==> src/rtl/wb_scoreboard.sv <==
// wb_scoreboard: writeback stage feeding the register file write pair.
// Arbitrates between the single-cycle ALU result port and the long-latency
// result port (round-robin when both are valid), registers the winner onto
// ard/drd, and keeps a per-register busy scoreboard for issue-side RAW/WAW
// hazard detection. Register 0 is never busy and never written.
//
// Ports:
//   clk, rstn                 clock, synchronous active-low reset
//   iss_valid/iss_rd/iss_ready  destination allocation handshake
//   q_rs1/q_rs2, rs1_busy/rs2_busy  combinational hazard queries
//   alu_valid/alu_rd/alu_data/alu_ready  ALU result handshake
//   lng_valid/lng_rd/lng_data/lng_ready  long-latency result handshake
//   ard/drd                   registered regfile write address/data (ard = 0: no write)
//   wb_err                    sticky: result accepted for a non-busy nonzero register
//
// Optional feature macro: WB_BYPASS_EN
//   Adds byp1_hit/byp2_hit, masks hazards for the register currently on ard,
//   and lets a register be re-allocated in its own writeback cycle.

`ifndef LEN_REG_ADDR
`define LEN_REG_ADDR 6
`endif
`ifndef LEN_WORD
`define LEN_WORD 32
`endif

module wb_scoreboard #(
  parameter int unsigned NUM_REGS = 64,
  parameter int unsigned ADDR_W   = `LEN_REG_ADDR,
  parameter int unsigned WORD_W   = `LEN_WORD
) (
  input  logic              clk,
  input  logic              rstn,
  input  logic              iss_valid,
  input  logic [ADDR_W-1:0] iss_rd,
  output logic              iss_ready,
  input  logic [ADDR_W-1:0] q_rs1,
  input  logic [ADDR_W-1:0] q_rs2,
  output logic              rs1_busy,
  output logic              rs2_busy,
`ifdef WB_BYPASS_EN
  output logic              byp1_hit,
  output logic              byp2_hit,
`endif
  input  logic              alu_valid,
  input  logic [ADDR_W-1:0] alu_rd,
  input  logic [WORD_W-1:0] alu_data,
  output logic              alu_ready,
  input  logic              lng_valid,
  input  logic [ADDR_W-1:0] lng_rd,
  input  logic [WORD_W-1:0] lng_data,
  output logic              lng_ready,
  output logic [ADDR_W-1:0] ard,
  output logic [WORD_W-1:0] drd,
  output logic              wb_err
);

  logic [NUM_REGS-1:0] r_busy;
  logic [ADDR_W-1:0]   r_ard;
  logic [WORD_W-1:0]   r_drd;
  logic                r_err;
  // 0: ALU wins the next contested cycle, 1: LNG wins it.
  logic                r_ptr_lng;

  logic [NUM_REGS-1:0] w_busy_nxt;
  logic                w_alu_acc;
  logic                w_lng_acc;
  logic                w_acc;
  logic [ADDR_W-1:0]   w_acc_rd;
  logic [WORD_W-1:0]   w_acc_data;
  logic                w_err_set;
  logic                w_rs1_raw;
  logic                w_rs2_raw;
  logic                w_iss_free;

  // Ready depends only on the other port's valid and the pointer, so the two
  // grants can never both fire in one cycle.
  assign alu_ready = !lng_valid || !r_ptr_lng;
  assign lng_ready = !alu_valid || r_ptr_lng;

  assign w_alu_acc  = alu_valid && alu_ready;
  assign w_lng_acc  = lng_valid && lng_ready;
  assign w_acc      = w_alu_acc || w_lng_acc;
  assign w_acc_rd   = w_alu_acc ? alu_rd : lng_rd;
  assign w_acc_data = w_alu_acc ? alu_data : lng_data;
  assign w_err_set  = w_acc && (w_acc_rd != '0) && !r_busy[w_acc_rd];

  assign w_rs1_raw  = (q_rs1 != '0) && r_busy[q_rs1];
  assign w_rs2_raw  = (q_rs2 != '0) && r_busy[q_rs2];
  assign w_iss_free = (iss_rd == '0) || !r_busy[iss_rd];

`ifdef WB_BYPASS_EN
  // The register on ard has its value on drd right now; the read stage
  // forwards it, so it no longer counts as a hazard.
  assign byp1_hit  = (q_rs1 == r_ard) && (r_ard != '0);
  assign byp2_hit  = (q_rs2 == r_ard) && (r_ard != '0);
  assign rs1_busy  = w_rs1_raw && !byp1_hit;
  assign rs2_busy  = w_rs2_raw && !byp2_hit;
  assign iss_ready = w_iss_free || (iss_rd == r_ard);
`else
  assign rs1_busy  = w_rs1_raw;
  assign rs2_busy  = w_rs2_raw;
  assign iss_ready = w_iss_free;
`endif

  // Clear on commit first, then set on allocation, so set wins on a collision.
  always_comb begin
    w_busy_nxt = r_busy;
    if (r_ard != '0) begin
      w_busy_nxt[r_ard] = 1'b0;
    end
    if (iss_valid && iss_ready && (iss_rd != '0)) begin
      w_busy_nxt[iss_rd] = 1'b1;
    end
    w_busy_nxt[0] = 1'b0;
  end

  always_ff @(posedge clk) begin
    if (!rstn) begin
      r_busy    <= '0;
      r_ard     <= '0;
      r_drd     <= '0;
      r_err     <= 1'b0;
      r_ptr_lng <= 1'b0;
    end else begin
      r_busy <= w_busy_nxt;
      if (w_acc) begin
        r_ard <= w_acc_rd;
        r_drd <= w_acc_data;
      end else begin
        r_ard <= '0;
      end
      if (w_err_set) begin
        r_err <= 1'b1;
      end
      // Both valid means a grant always happens, so the turn passes over.
      if (alu_valid && lng_valid) begin
        r_ptr_lng <= !r_ptr_lng;
      end
    end
  end

  assign ard    = r_ard;
  assign drd    = r_drd;
  assign wb_err = r_err;

endmodule

==> config.mk <==
export PLATFORM = sky130hd
export DESIGN_NAME = wb_scoreboard
export DESIGN_NICKNAME = d
export VERILOG_FILES = /design/src/rtl/wb_scoreboard.sv
export SDC_FILE = /design/constraint.sdc
export NUM_CORES = 1
export LEC_CHECK = 0
export ABC_AREA = 0
export CAP_MARGIN = 10
export CORE_ASPECT_RATIO = 1.25
export CORE_MARGIN = 2
export CORE_UTILIZATION = 55
export DETAILED_ROUTE_END_ITERATION = 12
export GPL_TIMING_DRIVEN = 0
export PLACE_DENSITY = 0.86
export SYNTH_ARGS = -nofsm -noshare
export SYNTH_HDL_FRONTEND = slang
export SYNTH_SLANG_ARGS = --single-unit
==> constraint.sdc <==
create_clock -name clk -period 6.75 [get_ports clk]
set_clock_uncertainty 0.1 [all_clocks]
set_input_delay 0.675 -clock clk [delete_from_list [all_inputs] [get_ports clk]]
set_output_delay 0.675 -clock clk [all_outputs]
set_load 0.05 [all_outputs]
==> results_dict.tcl <==
set metrics [dict create \
    grt_max_degree 18 \
    gr-usage-all-layers 0.372 \
    dpl.hpwl_microns 17700 \
    crit_required_ps 5970 \
    tightest_slew_ps 754 \
    fillers 822 \
    grt.overflow.total 0 \
    post-route-util 0.721 \
    layout_setup_ws_ps 2060 \
    r2r_cells 8 \
    grt_pass1_wl_microns 35500 \
    hold_viol 0 \
    setup_tns_ps 0 \
    clock-root-buffer "clkbuf_16" \
    slew_headroom 0.483 \
    post_cts_resize_count 0 \
    path_clk_slew_ps 70 \
    yosysTopAreaCell "dfxtp_1" \
    cts-buffers-inserted 9 \
    routed_wl_microns 23000 \
    hold_depth 1 \
    postCtsHoldBufs 0 \
    min_to "drd[11]$_SDFFE_PN0N_" \
    cp_max_fo 10 \
    post_cts_buffers 0 \
    ys.flop_type "dfxtp_1" \
    drtPass1Iterations 5 \
    min_period_over_period 0.695 \
    irDropWorstVdd_v 0.000144 \
    cap_violations 0 \
    power.density_mw_per_mm2 194 \
    clk_latency_ps 350 \
    via_count 6461 \
    cts_tree "yes" \
    r2r_slack_ps 3840 \
    gp_congestion 1.01 \
    hold_path_class "flip-flop to flip-flop" \
    nets 877 \
    crit-reg2reg-capture "wb_err$_SDFFE_PN0P_" \
    synth_seq_cells 103 \
    yosysTopAreaCellShare 0.321 \
    period_minus_slack_ps 4690 \
    drv_slew 0 \
    syn_nets 729 \
    boundaryPins 143 \
    critPathCaptureType "primary output" \
    critical_path_class "input pin to primary output" \
    htree_levels 3 \
    drive_above_1_share 0.139 \
    start_kind "input pin" \
    rsz0062_at_grt "false" \
    antenna_left 0 \
    io_buffers 137 \
    netlist_instances 630 \
    viasPerCell 7.02 \
    first_iter_violations 742 \
    pre_cts_ws_ps 2080 \
    setup_viol 0 \
    synth_seq_area_share 0.321 \
    die_w_microns 101 \
    diodes 0 \
    synthArstFlopShare 0 \
    die_h_microns 125 \
    reg2reg_from "r_ptr_lng$_SDFFE_PN0P_" \
    fp-row-count 44 \
    synth_top_cells_by_area "dfxtp_1 32%, mux4_2 19%, mux2i_1 9.5%, o211ai_1 7.7%, o211a_1 5.1%" \
    clock-sinks 103 \
    syn_area_sq_mm 0.00642 \
    core_sq_mm 0.0115 \
    wire_per_inst_microns 25.0 \
    arrival_ps 3920 \
    hp-start "drd[11]$_SDFFE_PN0N_" \
    max_freq_mhz 213 \
    power_leakage_nw 3.15 \
    yosys_warnings 0 \
    synth-edff-count 0 \
    clockBufferDepth 2 \
    status "complete, no violations" \
    dieArea_sq_mm 0.0126 \
    start_util 0.558 \
    grt_pass1_vias 6542 \
    drc_errors 0 \
    antenna_found_initial 0 \
    synth.avg_cell_area_sq_um 10.2 \
    syn2layout_area_growth_pct 29.2 \
    ys_types 52 \
]
registers in the layout, indices dropped and copies added, names as in the netlist:
signal,count
drd,32
r_ptr_lng,1
r_busy,63
wb_err,1
ard,6
cell usage after synthesis, drive strengths merged, types with 4 or more instances:
library cell,count
mux2i,61
o211ai,66
a31oi,4
buf,30
dfxtp,103
nand3b,9
nand3,18
o211a,33
nor2,18
o21ai,77
mux2,10
mux4,55
nor2b,11
nor3b,4
clkbuf,24
nand2,62
power breakdown:
group          internal [mW]  switching (mW)
logic                  0.160           0.227
registers              0.630          0.0169
clock network          0.337           0.237
critical path: stages:
cell and delay, ps:
clkdlybuf4s50_1 560, buf_1 550, mux4_2 410, mux4_2 510, mux4_2 480, clkdlybuf4s50_1 710
layer usage:
| layer | GRT usage | vias up | wire length [microns] |
|---|---|---|---|
| met5 | 0 | - | 0 |
| met4 | 0.215 | 0 | 1440 |
| met3 | 0.0926 | 118 | 2910 |
| met2 | 0.618 | 520 | 11100 |
| met1 | 0.428 | 3037 | 7630 |
| li1 | - | 2786 | - |
layout by cell type, fill, tap and decap left out, drive strengths merged, types with 2 or more instances in the layout:
master / Yosys / layout
clkdlybuf4s50: 0 / 137
dfxtp: 103 / 103
o21ai: 77 / 77
o211ai: 66 / 66
nand2: 62 / 62
mux2i: 61 / 61
mux4: 55 / 55
clkbuf: 24 / 34
o211a: 33 / 33
buf: 30 / 30
nor2: 18 / 18
nand3: 18 / 18
nor2b: 11 / 11
mux2: 10 / 10
nand3b: 9 / 9
nor3b: 4 / 4
a31oi: 4 / 4
and2: 3 / 3
a21oi: 3 / 3
nand4: 3 / 3
o22ai: 3 / 3
inv: 2 / 3
nor3: 3 / 3
a221oi: 2 / 2
a22o: 2 / 2
a211oi: 2 / 2
a21boi: 2 / 2
or3b: 2 / 2
or3: 2 / 2
o31ai: 2 / 2
clkinvlp: 0 / 2
bufinv: 0 / 2
how the worst max path moves through the flow:
stage / startpoint / to
after floorplan: q_rs1[0] / rs1_busy
after global placement: q_rs1[1] / rs1_busy
after detailed placement: q_rs1[1] / rs1_busy
after CTS: q_rs1[1] / rs1_busy
after global routing: iss_rd[0] / iss_ready
final: q_rs1[1] / rs1_busy
cell families after synthesis:
group / after synthesis / synth area share
AOI/OAI and AO/OA: 204 / 0.221
and+or+nand+nor: 140 / 0.110
muxes: 126 / 0.306
DFF: 103 / 0.321
buffers and inverters: 56 / 0.0409
xor gates and xnor gates: 1 / 0.00136
metrics by stage:
step                cell area (sq um)  hold slack [ps]  total power, mW  instances
CTS                              8290              406             1.60        921
global route                     8290              415             1.66        921
detailed placement               7960              388             1.04        905
global placement                 7960              379             1.03        905
floorplan                        6420              375            0.885        630
finish                           8290              407             1.61        921
layout make-up:
cell class / instances / area, sq um / share of cell area
multi-input cells: 471 / 4090 / 0.494
flip-flops and latches: 103 / 2060 / 0.249
repair buffers: 137 / 1370 / 0.165
plain buffers: 54 / 255 / 0.0308
clock buffers: 10 / 239 / 0.0288
well taps: 138 / 173 / 0.0208
clock inverters: 6 / 92.6 / 0.0112
inverters: 2 / 7.51 / 0.000905
Note: power is estimated with default switching activity, not from simulation.
